--- config.mk ---
export PLATFORM = sky130hd
export DESIGN_NAME = fp_addsub_arb
export DESIGN_NICKNAME = d
export VERILOG_FILES = /design/src/rtl/fp_sched_pkg.sv /design/src/rtl/rr_arb2.sv /design/src/rtl/fp_addsub_arb.sv
export SDC_FILE = /design/constraint.sdc
export NUM_CORES = 1
export LEC_CHECK = 0
export ABC_CLOCK_PERIOD_IN_PS = 4800
export CAP_MARGIN = 20
export CELL_PAD_IN_SITES_DETAIL_PLACEMENT = 2
export CELL_PAD_IN_SITES_GLOBAL_PLACEMENT = 2
export CORE_MARGIN = 5
export CORE_UTILIZATION = 24
export CTS_BUF_LIST = sky130_fd_sc_hd__clkbuf_4
export CTS_CLUSTER_DIAMETER = 40
export DETAILED_ROUTE_END_ITERATION = 7
export PLACE_DENSITY = 0.89
export SLEW_MARGIN = 30
export SYNTH_ARGS = -nofsm -noshare
export SYNTH_HDL_FRONTEND = slang
export SYNTH_HIERARCHICAL = 1
export SYNTH_SLANG_ARGS = --single-unit
--- constraint.sdc ---
create_clock -name i_clk -period 4.8 [get_ports i_clk]
set_clock_uncertainty 0.1 [all_clocks]
set_input_delay 1.44 -clock i_clk [delete_from_list [all_inputs] [get_ports i_clk]]
set_output_delay 1.44 -clock i_clk [all_outputs]
set_load 0.05 [all_outputs]
--- src/rtl/fp_sched_pkg.sv ---
// rtl/fp_sched_pkg.sv - shared types and widths for the fp add/sub arbiter
package fp_sched_pkg;

  localparam int FP_W  = 32;
  localparam int CNT_W = 4;
  localparam int N_REQ = 2;

  typedef enum logic [1:0] {
    ST_IDLE = 2'd0,
    ST_EXEC = 2'd1,
    ST_RESP = 2'd2
  } state_e;

endpackage

--- src/rtl/rr_arb2.sv ---
// rtl/rr_arb2.sv - two-request round-robin arbiter, combinational one-hot grant
module rr_arb2
  import fp_sched_pkg::*;
(
  input  logic [N_REQ-1:0] req_i,
  input  logic             last_i,
  output logic [N_REQ-1:0] grant_o
);

  always_comb begin
    grant_o = '0;
    // On contention, favour whichever requester was not served last.
    if (req_i == 2'b11) begin
      grant_o = last_i ? 2'b01 : 2'b10;
    end else begin
      grant_o = req_i;
    end
  end

endmodule

--- src/rtl/fp_addsub_arb.sv ---
// rtl/fp_addsub_arb.sv - shares one external fp add/sub core between two requesters
module fp_addsub_arb
  import fp_sched_pkg::*;
#(
  parameter int CORE_LAT = 2
) (
  input  logic            i_clk,
  input  logic            i_rst,
  input  logic            i_req0_valid,
  input  logic            i_req0_mode,
  input  logic [FP_W-1:0] i_req0_a,
  input  logic [FP_W-1:0] i_req0_b,
  output logic            o_req0_ready,
  input  logic            i_req1_valid,
  input  logic            i_req1_mode,
  input  logic [FP_W-1:0] i_req1_a,
  input  logic [FP_W-1:0] i_req1_b,
  output logic            o_req1_ready,
  output logic            o_core_mode,
  output logic [FP_W-1:0] o_core_a,
  output logic [FP_W-1:0] o_core_b,
  input  logic [FP_W-1:0] i_core_result,
  output logic            o_rsp_valid,
  output logic            o_rsp_id,
  output logic [FP_W-1:0] o_rsp_result,
  input  logic            i_rsp_ready,
  output logic            o_busy
);

  state_e             state_q, state_d;
  logic [CNT_W-1:0]   cnt_q, cnt_d;
  logic               mode_q, mode_d;
  logic [FP_W-1:0]    a_q, a_d;
  logic [FP_W-1:0]    b_q, b_d;
  logic               id_q, id_d;
  logic [FP_W-1:0]    result_q, result_d;
  logic               last_q, last_d;
  logic [N_REQ-1:0]   grant;

  rr_arb2 u_arb (
    .req_i   ({i_req1_valid, i_req0_valid}),
    .last_i  (last_q),
    .grant_o (grant)
  );

  // Readies are gated by reset so every output is low while reset is held.
  assign o_req0_ready = (state_q == ST_IDLE) && grant[0] && !i_rst;
  assign o_req1_ready = (state_q == ST_IDLE) && grant[1] && !i_rst;
  assign o_core_mode  = mode_q;
  assign o_core_a     = a_q;
  assign o_core_b     = b_q;
  assign o_rsp_valid  = (state_q == ST_RESP);
  assign o_rsp_id     = id_q;
  assign o_rsp_result = result_q;
  assign o_busy       = (state_q != ST_IDLE);

  always_comb begin
    state_d  = state_q;
    cnt_d    = cnt_q;
    mode_d   = mode_q;
    a_d      = a_q;
    b_d      = b_q;
    id_d     = id_q;
    result_d = result_q;
    last_d   = last_q;
    case (state_q)
      ST_IDLE: begin
        if (|grant) begin
          id_d    = grant[1];
          mode_d  = grant[1] ? i_req1_mode : i_req0_mode;
          a_d     = grant[1] ? i_req1_a : i_req0_a;
          b_d     = grant[1] ? i_req1_b : i_req0_b;
          cnt_d   = CNT_W'(CORE_LAT - 1);
          state_d = ST_EXEC;
        end
      end
      ST_EXEC: begin
        if (cnt_q == '0) begin
          result_d = i_core_result;
          state_d  = ST_RESP;
        end else begin
          cnt_d = cnt_q - 1'b1;
        end
      end
      ST_RESP: begin
        if (i_rsp_ready) begin
          last_d  = id_q;
          state_d = ST_IDLE;
        end
      end
      default: state_d = ST_IDLE;
    endcase
  end

  always_ff @(posedge i_clk or posedge i_rst) begin
    if (i_rst) begin
      state_q  <= ST_IDLE;
      cnt_q    <= '0;
      mode_q   <= 1'b0;
      a_q      <= '0;
      b_q      <= '0;
      id_q     <= 1'b0;
      result_q <= '0;
      last_q   <= 1'b1;
    end else begin
      state_q  <= state_d;
      cnt_q    <= cnt_d;
      mode_q   <= mode_d;
      a_q      <= a_d;
      b_q      <= b_d;
      id_q     <= id_d;
      result_q <= result_d;
      last_q   <= last_d;
    end
  end

endmodule

==> out/results.txt <==
status = completed
post-CTS sizing = 0
GP Congestion = 0.812
Synth Area in Simple Gates = 0.0259
Setup crit end kind = output pin
max-slew violations = 0
Critical Path AT = 2.65 ns
Worst slew margin = 0.435
Die W = 153 um
first-pass GRT wire length = 29.9 mm
vias in the first global route = 5106
Max-Cap Viols = 0
most frequent cells in the layout = clkdlybuf4s50_1, dfrtp_1, a21oi_1
vias per cell = 4.58
CORE AREA = 0.0202 mm^2
Placement Setup Slack = 0.605 ns
Core Util, Final = 0.397
Power Total = 0.00602 W
VDD IR max = 0.000268 V
multi-input combinational cell area = 0.00211 mm^2
Synth Area in Adders = 0.00508
unrepaired setup endpoints after global routing = no
Power Density = 749 mW/mm^2
Register Area = 0.00263 mm^2
Pre-antenna DRT Iters = 4
Tmin final = 4.19 ns
Post-DRT Antenna Nets = 0
commonest non-fill, non-tap cell in the layout = clkdlybuf4s50_1
largest family of logic cells by synthesized area = multiplexers
Ports = 269
count of cell types in the netlist = 31
largest net degree at the start of global routing = 70
Hold Path Stages = 1
Filler cells = 2084
Residual DRC = 0
drt wl/cell = 20.6 um
Synth Cell Area = 0.00493 mm^2
Hold EP = o_rsp_result[31]$_DFFE_PP0P_
post-route setup slack = 0.615 ns
Post-Synth XOR/XNOR Area = 0.00178
worst r2r src = last_q$_DFFE_PP1P_
initial antenna violation count = 1
synth warn = 6
Mapped Cells = 407
Initial Util = 0.243
Post-CTS Setup Inserts = 0
Worst Path Required = 3.26 ns
share of cells above drive strength 1 = 0.129
die height = 153 um
Root Driver = clkbuf_4
post-synthesis mux area share = 0.208
total routing usage reported by global routing = 0.161
standard-cell rows = 52
f_max = 239 MHz
detailed-route wire length = 19.3 mm
startpoint types = input port
hold crit path type = reg -> reg
Worst Path Max Fanout = 4
Seq/Total Area, Yosys = 0.534
Num CTS Buffers = 9
final HPWL from detailed placement = 15.4 mm
CTS tree = done
LEAKAGE = 3.20 nW
clk sink count = 105
1st-iter DRT viols = 58
Yosys reg bits = 105
reg2reg path depth = 5
die area = 0.0235 mm^2
fin crit share = 0.872
Setup TNS Final = 0 ns
worst slew pin tran = 0.847 ns
Reg2Reg Capture Point = o_core_a[7]$_DFFE_PP0P_
Setup violations, final = 0
Final Hold Viols = 0
grt total ovfl = 0
post-synthesis compound-gate area fraction = 0.184
HP Start = o_rsp_result[31]$_DFFE_PP0P_
CP Class = in -> out
CTS H-Tree Depth = 3
CTS max path bufs = 2
reg2reg setup slack = 2.39 ns
syn_nets = 576
cts hold-fix bufs = 0
P&R area growth vs syn = 63.1%
fin nets = 831
routed vias = 4293
clk_lat worst skew = 0.46 ns
Clock transition at path regs = 0.19 ns
syn avg cell area = 12.1 um^2
IO Port Bufs = 268
==> per-layer routing <==
metal | track usage | wire, um | vias to the layer above
li1 | - | - | 1972
met1 | 0.176 | 7320 | 2142
met2 | 0.304 | 10400 | 159
met3 | 0.0481 | 1240 | 20
met4 | 0.0369 | 294 | 0
met5 | 0 | 0 | -
==> report_power, final <==
part           total (W)  switching [W]  internal (W)
clock           0.000497       0.000327      0.000169
sequential       0.00161       0.000278       0.00133
combinational    0.00391        0.00260       0.00132
total            0.00602        0.00320       0.00281
==> worst max path at each step <==
stage,startpoint,to,slack [ns],cells past startpoint
after floorplan,i_rst,cnt_q[0]$_DFFE_PP0P_,0.50,1
after global placement,i_req0_valid,o_req0_ready,0.66,4
after detailed placement,i_req0_valid,o_req0_ready,0.61,4
after CTS,i_req0_valid,o_req0_ready,0.60,4
after global routing,i_req0_valid,o_req0_ready,0.54,4
final,i_req0_valid,o_req0_ready,0.61,4
==> cells in the mapped netlist, drive strengths merged <==
cell    count  area [um^2]
and2        3         21.3
mux2i      65          651
buf        18          130
nand2b      3         18.8
nand2       6         25.0
nor2b       1         6.26
clkbuf     15         56.3
a21boi      2         15.0
inv         6         22.5
mux2       33          372
or2         1         6.26
nor2        1         3.75
nor4b       1         8.76
nor3        5         25.0
a31o        2         17.5
nor3b       1         12.5
o21ai       3         15.0
ha          2         25.0
xnor2       1         8.76
a21oi     132          848
dfrtp     104         2600
a22o        1         8.76
dfstp       1         26.3
==> stage by stage <==
stage                     cell area, um^2  hold slack [ns]  std cells
final                                8040            0.419        938
after global routing                 8040            0.444        938
after CTS                            8030            0.427        937
after detailed placement             7880            0.384        921
after global placement               7880            0.377        921
after floorplan                      4930            0.396        407
==> cell type report <==
| class | instances | share of cell area |
|---|---|---|
| antenna | 1 | 0.000311 |
| clock buffer | 9 | 0.00841 |
| clock inverter | 7 | 0.0106 |
| inverter | 6 | 0.00311 |
| multi-input combinational | 263 | 0.262 |
| sequential | 105 | 0.327 |
| tap | 270 | 0.0420 |
| timing repair buffer | 277 | 0.346 |
==> worst max-delay path: stages <==
cell and delay (ns):
clkdlybuf4s50_1 0.54, a21boi_1 0.29, and2_1 0.23, buf_12 0.15
==> logic make-up (layout without fill, tap and decap cells) <==
logic type	Yosys count	in the layout
AO/OA/AOI/OAI	140	140
flip-flops	105	105
multiplexers	98	98
buffers and inverters	39	299
AND/OR/NAND/NOR	22	22
adder cells (fa/ha/maj)	2	2
XOR/XNOR	1	1
other	0	1
==> state kept, by name, indices dropped and copies added, names as in the netlist <==
signal / cells
cnt_q: 4
state_q: 2
o_core_mode: 1
o_rsp_id: 1
o_core_a: 32
o_core_b: 32
o_rsp_result: 32
last_q: 1
Power figures use the tool's default switching activity.
==> variant: new RTL, same settings <==
Encoding of `state_e`: now one-hot (3 bits for 3 states).
--- a/src/rtl/fp_sched_pkg.sv
+++ b/src/rtl/fp_sched_pkg.sv
@@ -7,6 +7,6 @@
 
-  typedef enum logic [1:0] {
-    ST_IDLE = 2'd0,
-    ST_EXEC = 2'd1,
-    ST_RESP = 2'd2
+  typedef enum logic [2:0] {
+    ST_IDLE = 3'b001,
+    ST_EXEC = 3'b010,
+    ST_RESP = 3'b100
   } state_e;
Check against the original RTL: no difference found for any inputs over 4 cycles, from zero or initial values and one cycle with i_rst high; so few cycles prove little.
==> variant against the unedited design <==
Critical path depth grew 1. Routed wire length shrank 12%. Combinational power shrank 3%. Design area grew 1.6%. Synthesized area grew 3.0%. Total power shrank 2.6%. Count of clock-buffer cells in the layout is the same. Utilization shrank 0.75 points. Worst setup slack lost 0.26 ns. Synthesized cell count shrank 19%. Sequential cell count grew 1. Critical endpoint unchanged.
==> variant: results (changes against the unedited design) <==
* Syn nets at 499 (was 576)
* Top cells by area, synth: dfrtp_1 (51%), mux2_2 (28%), mux2_4 (12%) (was dfrtp_1 (53%), mux2i_1 (13%), a21oi_2 (8.9%))
* Clock latency on the worst-skew pair at 0.47 ns
* H-tree depth at 3 (unchanged)
* DRT Pass-1 Iters at 3 (was 4)
* Min Tclk post-route at 4.44 ns (was 4.19 ns)
* R2R Path End: o_core_a[11] (was o_core_a[7])
* Post-layout nets at 764 (was 831)
* R2R Setup Slk at 2.08 ns (was 2.39 ns)
* Synth Warn # at 6 (unchanged)
* Vias at 3752 (was 4293)
* Layout filler cell count at 2136 (was 2084)
* Place WS at 0.380 ns (was 0.605 ns)
* Placed cells at 859 (was 921)
* Part of the Yosys area used for sequential elements at 52.3% (was 53.4%)
* Root Buffer: clkbuf_4 (unchanged)
* GP Congestion at 0.841 (was 0.812)
* Synth unique cells at 29 (was 31)
* Crit path launch: i_req0_valid (unchanged)
* Worst-path maximum fanout at 2 (was 4)
* First-pass GRT wire length at 25600 um (was 29900 um)
* Routed len/inst at 19.3 um (was 20.6 um)
* Leak pwr at 3.29 nW (was 3.20 nW)
* Reg-to-Reg Start: last_q (unchanged)
* Slowest-stage cell, CP: clkdlybuf4s50_1 (unchanged)
* Post-Syn Instances at 330 (was 407)
* Initial antenna violation count at 1 (unchanged)
* Clock Path Buffers at 2 (unchanged)
* Relative slew slack at 44.3% (was 43.5%)
* Setup crit end: o_req0_ready (unchanged)
* Worst hold stages at 1 (unchanged)
* Hold Slack at 0.432 ns (was 0.419 ns)
* Hold_sp: o_core_b[0] (was o_rsp_result[31])
* Reg clk slew, reported paths at 0.16 ns (was 0.19 ns)
* Final setup fails at 0 (unchanged)
* Worst hold endpoint: o_core_b[0] (was o_rsp_result[31])
* Crit path max-delay family: buffers and inverters (unchanged)
* Initial DRC count at 77 (was 58)
* Largest net degree at the start of global routing at 67 (was 70)
* Peak VDD IR at 0.000373 V (was 0.000268 V)
* Final HPWL DP at 13500 um (was 15400 um)
* Non-filler instance count after layout at 876 (was 938)
* Total CTS buffers at 9 (unchanged)
* GRT Total Usage at 13.6% (was 16.1%)
* Resize count post-CTS at 0 (unchanged)
* Vias in the first global route at 4499 (was 5106)
* Path type of the worst min-delay path: reg2reg (unchanged)
* R2r worst-path depth at 6 (was 5)
* Post-synth top cells: mux2_2 (125), dfrtp_1 (104), mux2_4 (39) (was dfrtp_1 (104), a21oi_1 (82), mux2i_1 (65))
* Async S/R FF share, synth at 100% (unchanged)
* Post-synth top flop: dfrtp_1 (unchanged)
* Fraction of final layout cells sized beyond drive strength 1 at 32.7% (was 12.9%)
* Setup bufs post-CTS at 0 (unchanged)
* Run status: complete, no violations (unchanged)
* # port buffers at 268 (unchanged)
* Largest stage delay on the critical path at 0.55 ns
==> variant: cell count changes in the layout (fill, tap and decap cells not counted), sizes merged, moves of 4 or more <==
cell   unedited run  this run
nand2             6         2
buf              11         6
a21oi           132         2
mux2             33       164
or3b              0         4
mux2i            65         0
==> variant: where the power goes <==
group	leakage [nW]	internal, mW	switching (mW)	total (mW)
registers	1.24	1.35	0.272	1.62
logic	1.98	1.53	2.25	3.78
clock network	0.0729	0.123	0.340	0.462
==> variant: kinds of logic (layout without fill, tap and decap cells) <==
family,count (synthesis),count (layout),share of synthesized area (%)
compound gates,14,14,1.68
fa+ha+maj,2,2,0.493
buf+inv,25,295,3.82
flops,106,106,52.3
mux,164,164,39.3
other cells,0,1,0
simple gates,19,19,2.44
==> variant: cell type report <==
class,count,area share [%]
repair buffers,272,33.8
flip-flops and latches,106,32.5
multi-input cells,199,27.5
well taps,275,4.21
clock buffers,9,0.827
clock inverters,7,0.827
inverters,7,0.352
diodes,1,0.0306
==> variant: metal layers <==
layer / vias to the layer above / part of all wire [%] / global-route usage, %
met3: 11 / 8.5 / 4.65
met4: 0 / 1.1 / 3.25
li1: 1701 / - / -
met2: 168 / 54 / 25.9
met5: - / 0 / 0
met1: 1872 / 37 / 14.3
==> variant: stage by stage <==
| step | utilization [%] | area, um2 |
|---|---|---|
| floorplan | - | 5080 |
| global placement | 38.3 | 8030 |
| detailed placement | 38.3 | 8030 |
| CTS | 39.0 | 8160 |
| global route | 39.0 | 8170 |
| finish | 39.0 | 8170 |
